## src/rtl/mem_pkg.sv

```systemverilog
// Shared definitions for the memory access controller: state encoding,
// datapath width, default memory latency and small request helpers.
package mem_pkg;

    localparam int DATA_W          = 16;
    localparam int MEM_LAT_DEFAULT = 2;
    localparam int CNT_W           = 4;

    typedef enum logic [1:0] {
        IDLE   = 2'd0,
        ACCESS = 2'd1,
        RESP   = 2'd2
    } state_e;

    // Byte stores replicate the low byte so the memory can pick either lane.
    function automatic logic [DATA_W-1:0] store_data(
        input logic              word,
        input logic [DATA_W-1:0] wdata
    );
        return word ? wdata : {wdata[7:0], wdata[7:0]};
    endfunction

    function automatic logic misaligned(
        input logic              word,
        input logic [DATA_W-1:0] addr
    );
        return word & addr[0];
    endfunction

endpackage

```

## src/rtl/mem_access_ctrl.sv

```systemverilog
// Single-request memory access controller: accepts one load/store, holds the
// memory interface for MEM_LAT cycles, then returns a one-cycle response.
module mem_access_ctrl
    import mem_pkg::*;
#(
    parameter int MEM_LAT = MEM_LAT_DEFAULT
) (
    input  logic              clk,
    input  logic              rst_n,
    input  logic              req_valid,
    output logic              req_ready,
    input  logic              req_write,
    input  logic              req_word,
    input  logic [DATA_W-1:0] req_addr,
    input  logic [DATA_W-1:0] req_wdata,
    output logic              resp_valid,
    output logic [DATA_W-1:0] resp_rdata,
    output logic              resp_err,
    output logic [DATA_W-1:0] mem_addr,
    output logic [DATA_W-1:0] mem_wdata,
    output logic              mem_we_n,
    output logic              mem_word,
    input  logic [DATA_W-1:0] mem_rdata
);

    localparam logic [CNT_W-1:0] CNT_LOAD = CNT_W'(MEM_LAT - 1);

    state_e            state_q, state_d;
    logic [CNT_W-1:0]  cnt_q,   cnt_d;
    logic [DATA_W-1:0] addr_q,  addr_d;
    logic [DATA_W-1:0] wdata_q, wdata_d;
    logic              write_q, write_d;
    logic              word_q,  word_d;
    logic [DATA_W-1:0] rdata_q, rdata_d;
    logic              err_q,   err_d;

    // NOTE: every register is reset because its reset value is observable on
    // the memory and response ports; non-blocking assignments keep all
    // registers updating from the same pre-edge values.
    always_ff @(posedge clk or negedge rst_n) begin
        if (!rst_n) begin
            state_q <= IDLE;
            cnt_q   <= '0;
            addr_q  <= '0;
            wdata_q <= '0;
            write_q <= 1'b0;
            word_q  <= 1'b0;
            rdata_q <= '0;
            err_q   <= 1'b0;
        end else begin
            state_q <= state_d;
            cnt_q   <= cnt_d;
            addr_q  <= addr_d;
            wdata_q <= wdata_d;
            write_q <= write_d;
            word_q  <= word_d;
            rdata_q <= rdata_d;
            err_q   <= err_d;
        end
    end

    // NOTE: each _d starts as its _q so no path through the case leaves a
    // variable unassigned, which would otherwise infer a latch.
    always_comb begin
        state_d = state_q;
        cnt_d   = cnt_q;
        addr_d  = addr_q;
        wdata_d = wdata_q;
        write_d = write_q;
        word_d  = word_q;
        rdata_d = rdata_q;
        err_d   = err_q;

        unique case (state_q)
            IDLE: begin
                if (req_valid) begin
                    addr_d  = req_addr;
                    write_d = req_write;
                    word_d  = req_word;
                    wdata_d = store_data(req_word, req_wdata);
                    if (misaligned(req_word, req_addr)) begin
                        state_d = RESP;
                        cnt_d   = '0;
                        rdata_d = '0;
                        err_d   = 1'b1;
                    end else begin
                        state_d = ACCESS;
                        cnt_d   = CNT_LOAD;
                    end
                end
            end
            ACCESS: begin
                if (cnt_q == '0) begin
                    state_d = RESP;
                    rdata_d = write_q ? '0 : mem_rdata;
                    err_d   = 1'b0;
                end else begin
                    cnt_d = cnt_q - 1'b1;
                end
            end
            RESP: begin
                state_d = IDLE;
            end
            default: begin
                state_d = IDLE;
            end
        endcase
    end

    // The counter still holds its load value only in the first ACCESS cycle;
    // decoding we from state keeps it deasserting as soon as reset hits.
    assign mem_we_n   = !((state_q == ACCESS) && write_q && (cnt_q == CNT_LOAD));
    assign req_ready  = (state_q == IDLE);
    assign resp_valid = (state_q == RESP);
    assign resp_rdata = rdata_q;
    assign resp_err   = err_q;
    assign mem_addr   = addr_q;
    assign mem_wdata  = wdata_q;
    assign mem_word   = word_q;

endmodule

```

## config.mk

```make
export PLATFORM = sky130hd
export DESIGN_NAME = mem_access_ctrl
export DESIGN_NICKNAME = d
export VERILOG_FILES = /design/src/rtl/mem_pkg.sv /design/src/rtl/mem_access_ctrl.sv
export SDC_FILE = /design/constraint.sdc
export NUM_CORES = 1
export LEC_CHECK = 0
export CORE_MARGIN = 3
export CORE_UTILIZATION = 45
export CTS_CLUSTER_SIZE = 10
export DETAILED_ROUTE_END_ITERATION = 7
export PLACE_DENSITY_LB_ADDON = 0.08
export RECOVER_POWER = 50
export SLEW_MARGIN = 20
export SYNTH_ARGS = -nofsm -noshare
export SYNTH_HDL_FRONTEND = slang
export SYNTH_SLANG_ARGS = --single-unit
```

## constraint.sdc

```tcl
create_clock -name clk -period 2.5 [get_ports clk]
set_clock_uncertainty 0.1 [all_clocks]
set_input_delay 0.5 -clock clk [delete_from_list [all_inputs] [get_ports clk]]
set_output_delay 0.5 -clock clk [all_outputs]
set_load 0.05 [all_outputs]
```

==> flow_metrics.py <==
metrics = {
    "yosys": {
        "yosysSeqAreaShare_pct": 60.4,
        "synth_top_cell_area_share_pct": 60.4,
        "syn_inst": 224,
        "synth_cell_type_count": 29,
        "avgSynthCellArea_um2": 10.5,
        "synth_warnings": 0,
        "yosysTopAreaCell": "dfrtp_1",
        "synthArstFlopShare_pct": 100,
        "syn_nets": 280,
        "synth_edf_count": 0,
        "synth_seq_cells": 57,
        "synth_top_flop_cell": "dfrtp_1",
        "yosys-top-cells-area": "dfrtp_1 60%, nand2_1 14%, a22o_2 6.8%",
        "syn_area_mm2": 0.00236,
    },
    "clocking": {
        "hold_buffers": 0,
        "clock_latency_ns": 0.33,
        "cts-buffers-inserted": 9,
        "root_buffer": "clkbuf_8",
        "cts_buffer_depth": 2,
        "cts_setup_buffers": 0,
        "tritoncts": "built",
        "htreeDepth": 3,
        "path_clk_slew_ns": 0.06,
        "clock-sinks": 57,
    },
    "worst_setup_path": {
        "cp.arrival_ns": 1.79,
        "cpPeakStageDelay_ns": 0.83,
        "path_class": "register to primary output",
        "critical_path.max_fanout": 9,
        "crit_buf_inv": 1,
        "cp-end-kind": "primary output",
        "required_ns": 1.90,
        "start_kind": "register",
        "crit_path_cell_trace": "nor2_1, clkdlybuf4s50_1",
        "slowest_stage": "clkdlybuf4s50_1",
        "crit_family": "buffers and inverters",
    },
    "power": {
        "p_per_area_mw_per_mm2": 1530,
        "vdd_ir_drop_max_uv": 854,
        "p_leak_nw": 1.75,
    },
    "placement": {
        "pre_cts_slack_ns": 0.302,
        "gp_congestion": 0.796,
        "dp_hpwl_mm": 4.40,
        "numPortBuffers": 105,
    },
    "routing": {
        "drt-vias-per-instance": 4.90,
        "drtIter0Drc": 131,
        "drt-total-wl_mm": 6.20,
        "post_drt_wl_per_cell_um": 15.3,
        "num_vias": 1990,
        "dr.pass1.iters": 4,
        "ant_nets": 0,
        "drc": 0,
    },
    "flow_run": {
        "maxCapViolCount": 0,
    },
    "min_path": {
        "hp-class": "register to register",
    },
    "floorplanning": {
        "io_pins": 106,
        "die_y_um": 78.5,
        "initial_core_util_pct": 48.1,
        "core_mm2": 0.00491,
        "rows": 25,
        "die_area_mm2": 0.00616,
        "fp.dieW_um": 78.5,
    },
    "global_routing": {
        "overflow": 0,
        "grt_pass1_vias": 2055,
        "grt_antenna_before_repair": 0,
        "grt_max_degree": 33,
        "grt_usage_pct": 22.0,
        "grt_pass1_wl_mm": 10.3,
    },
    "timing": {
        "slew_headroom_pct": 7.59,
        "timing.fmax_mhz": 419,
        "setup_viol": 0,
        "hold_viol_final": 0,
        "rsz0062_at_grt": "false",
        "slew_violations": 0,
        "tightest_slew_ns": 1.39,
        "period_share_pct": 95.6,
        "period_minus_slack_ns": 2.39,
        "hold_ws_ns": 0.371,
        "setup_slack_ns": 0.111,
        "tns_ns": 0,
    },
    "layout": {
        "mostFrequentLayoutCells": "101 x clkdlybuf4s50_1, 89 x nand2_1, 57 x dfrtp_1",
        "syn_to_final_growth_pct": 54.5,
        "diodes": 0,
        "final_common_cell": "clkdlybuf4s50_1",
        "fin_nets": 391,
        "fillers": 380,
        "drive_gt1_share_pct": 11.8,
    },
    "run_status": {
        "status": "finished, final reports clean",
    },
}
[area by class of cell]
type                            count  area [um^2]  share of cell area (%)
Inverter                            4         15.0                   0.411
Timing Repair Buffer              111         1080                    29.6
Clock buffer                       12          165                    4.53
Sequential cell                    57         1430                    39.1
Tap cell                           67         83.8                    2.30
Clock inverter                      3         15.0                   0.411
Multi-Input combinational cell    152          866                    23.7
[registers in the layout, summed over array words and instances (netlist names)]
name,cells
write_q,1
resp_err,1
cnt_q,4
resp_rdata,16
mem_word,1
mem_addr,16
state_q,2
mem_wdata,16
[through the flow]
| stage | cells | util, % | power, mW | instance area (um^2) |
|---|---|---|---|---|
| finish | 406 | 74.3 | 5.60 | 3650 |
| floorplan | 224 | - | 3.74 | 2360 |
| global route | 406 | 74.3 | 5.91 | 3650 |
| global placement | 391 | 71.2 | 4.82 | 3500 |
| detailed placement | 391 | 71.2 | 4.87 | 3500 |
| CTS | 406 | 74.9 | 5.67 | 3680 |
[what timing repair did]
action                                  4_1_cts  5_1_grt
gates resized for setup                       1        1
endpoints found under the setup margin        1        1
gates cloned                                  0        0
[synth_stat cells, drive strengths merged (3+ instances only)]
| cell | count |
|---|---|
| ha | 3 |
| nand2 | 89 |
| buf | 9 |
| o21ai | 13 |
| nor2 | 3 |
| inv | 4 |
| a22o | 16 |
| dfrtp | 57 |
| mux2i | 10 |
[worst register-to-register path, cell delays in order (launching register included)]
cell     delay [ns]
dfrtp_1        0.43
inv_1          0.10
ha_1           0.20
or3b_1         0.46
nor3_4         0.57
a22o_2         0.27
[final timing paths]
| path | endpoint | start | slack, ns | cells past startpoint |
|---|---|---|---|---|
| min reg2reg | mem_addr[9] | mem_addr[9] | 0.37 | 2 |
| min | mem_addr[9] | mem_addr[9] | 0.37 | 2 |
| max | req_ready | state_q[0] | 0.11 | 2 |
| max in group asynchronous | mem_addr[10] | rst_n | 0.46 | 2 |
| min in group asynchronous | mem_addr[4] | rst_n | 0.38 | 1 |
| max reg2reg | resp_rdata[1] | cnt_q[0] | 0.30 | 5 |
[kinds of logic (layout without fill, tap and decap cells)]
family          after synthesis  in the layout  share of synthesized area, %
mux                          10             10                          4.24
flops                        57             57                          60.4
compound gates               33             33                          11.0
fa+ha+maj                     3              3                          1.59
buf+inv                      15            130                          3.12
simple gates                106            106                          19.7
[where the power goes]
| group | switching [mW] | internal (mW) |
|---|---|---|
| combinational | 2.11 | 1.09 |
| clock | 0.343 | 0.430 |
| sequential | 0.283 | 1.35 |
| total | 2.74 | 2.86 |
[layer usage]
| metal | track usage [%] | routed length, um | part of all wire (%) |
|---|---|---|---|
| met5 | 0 | 0 | 0 |
| met4 | 9.62 | 106 | 1.7 |
| met3 | 7.45 | 490 | 7.9 |
| met1 | 26.8 | 2560 | 41 |
| met2 | 35.5 | 3050 | 49 |
(Power assumes the default switching activity.)
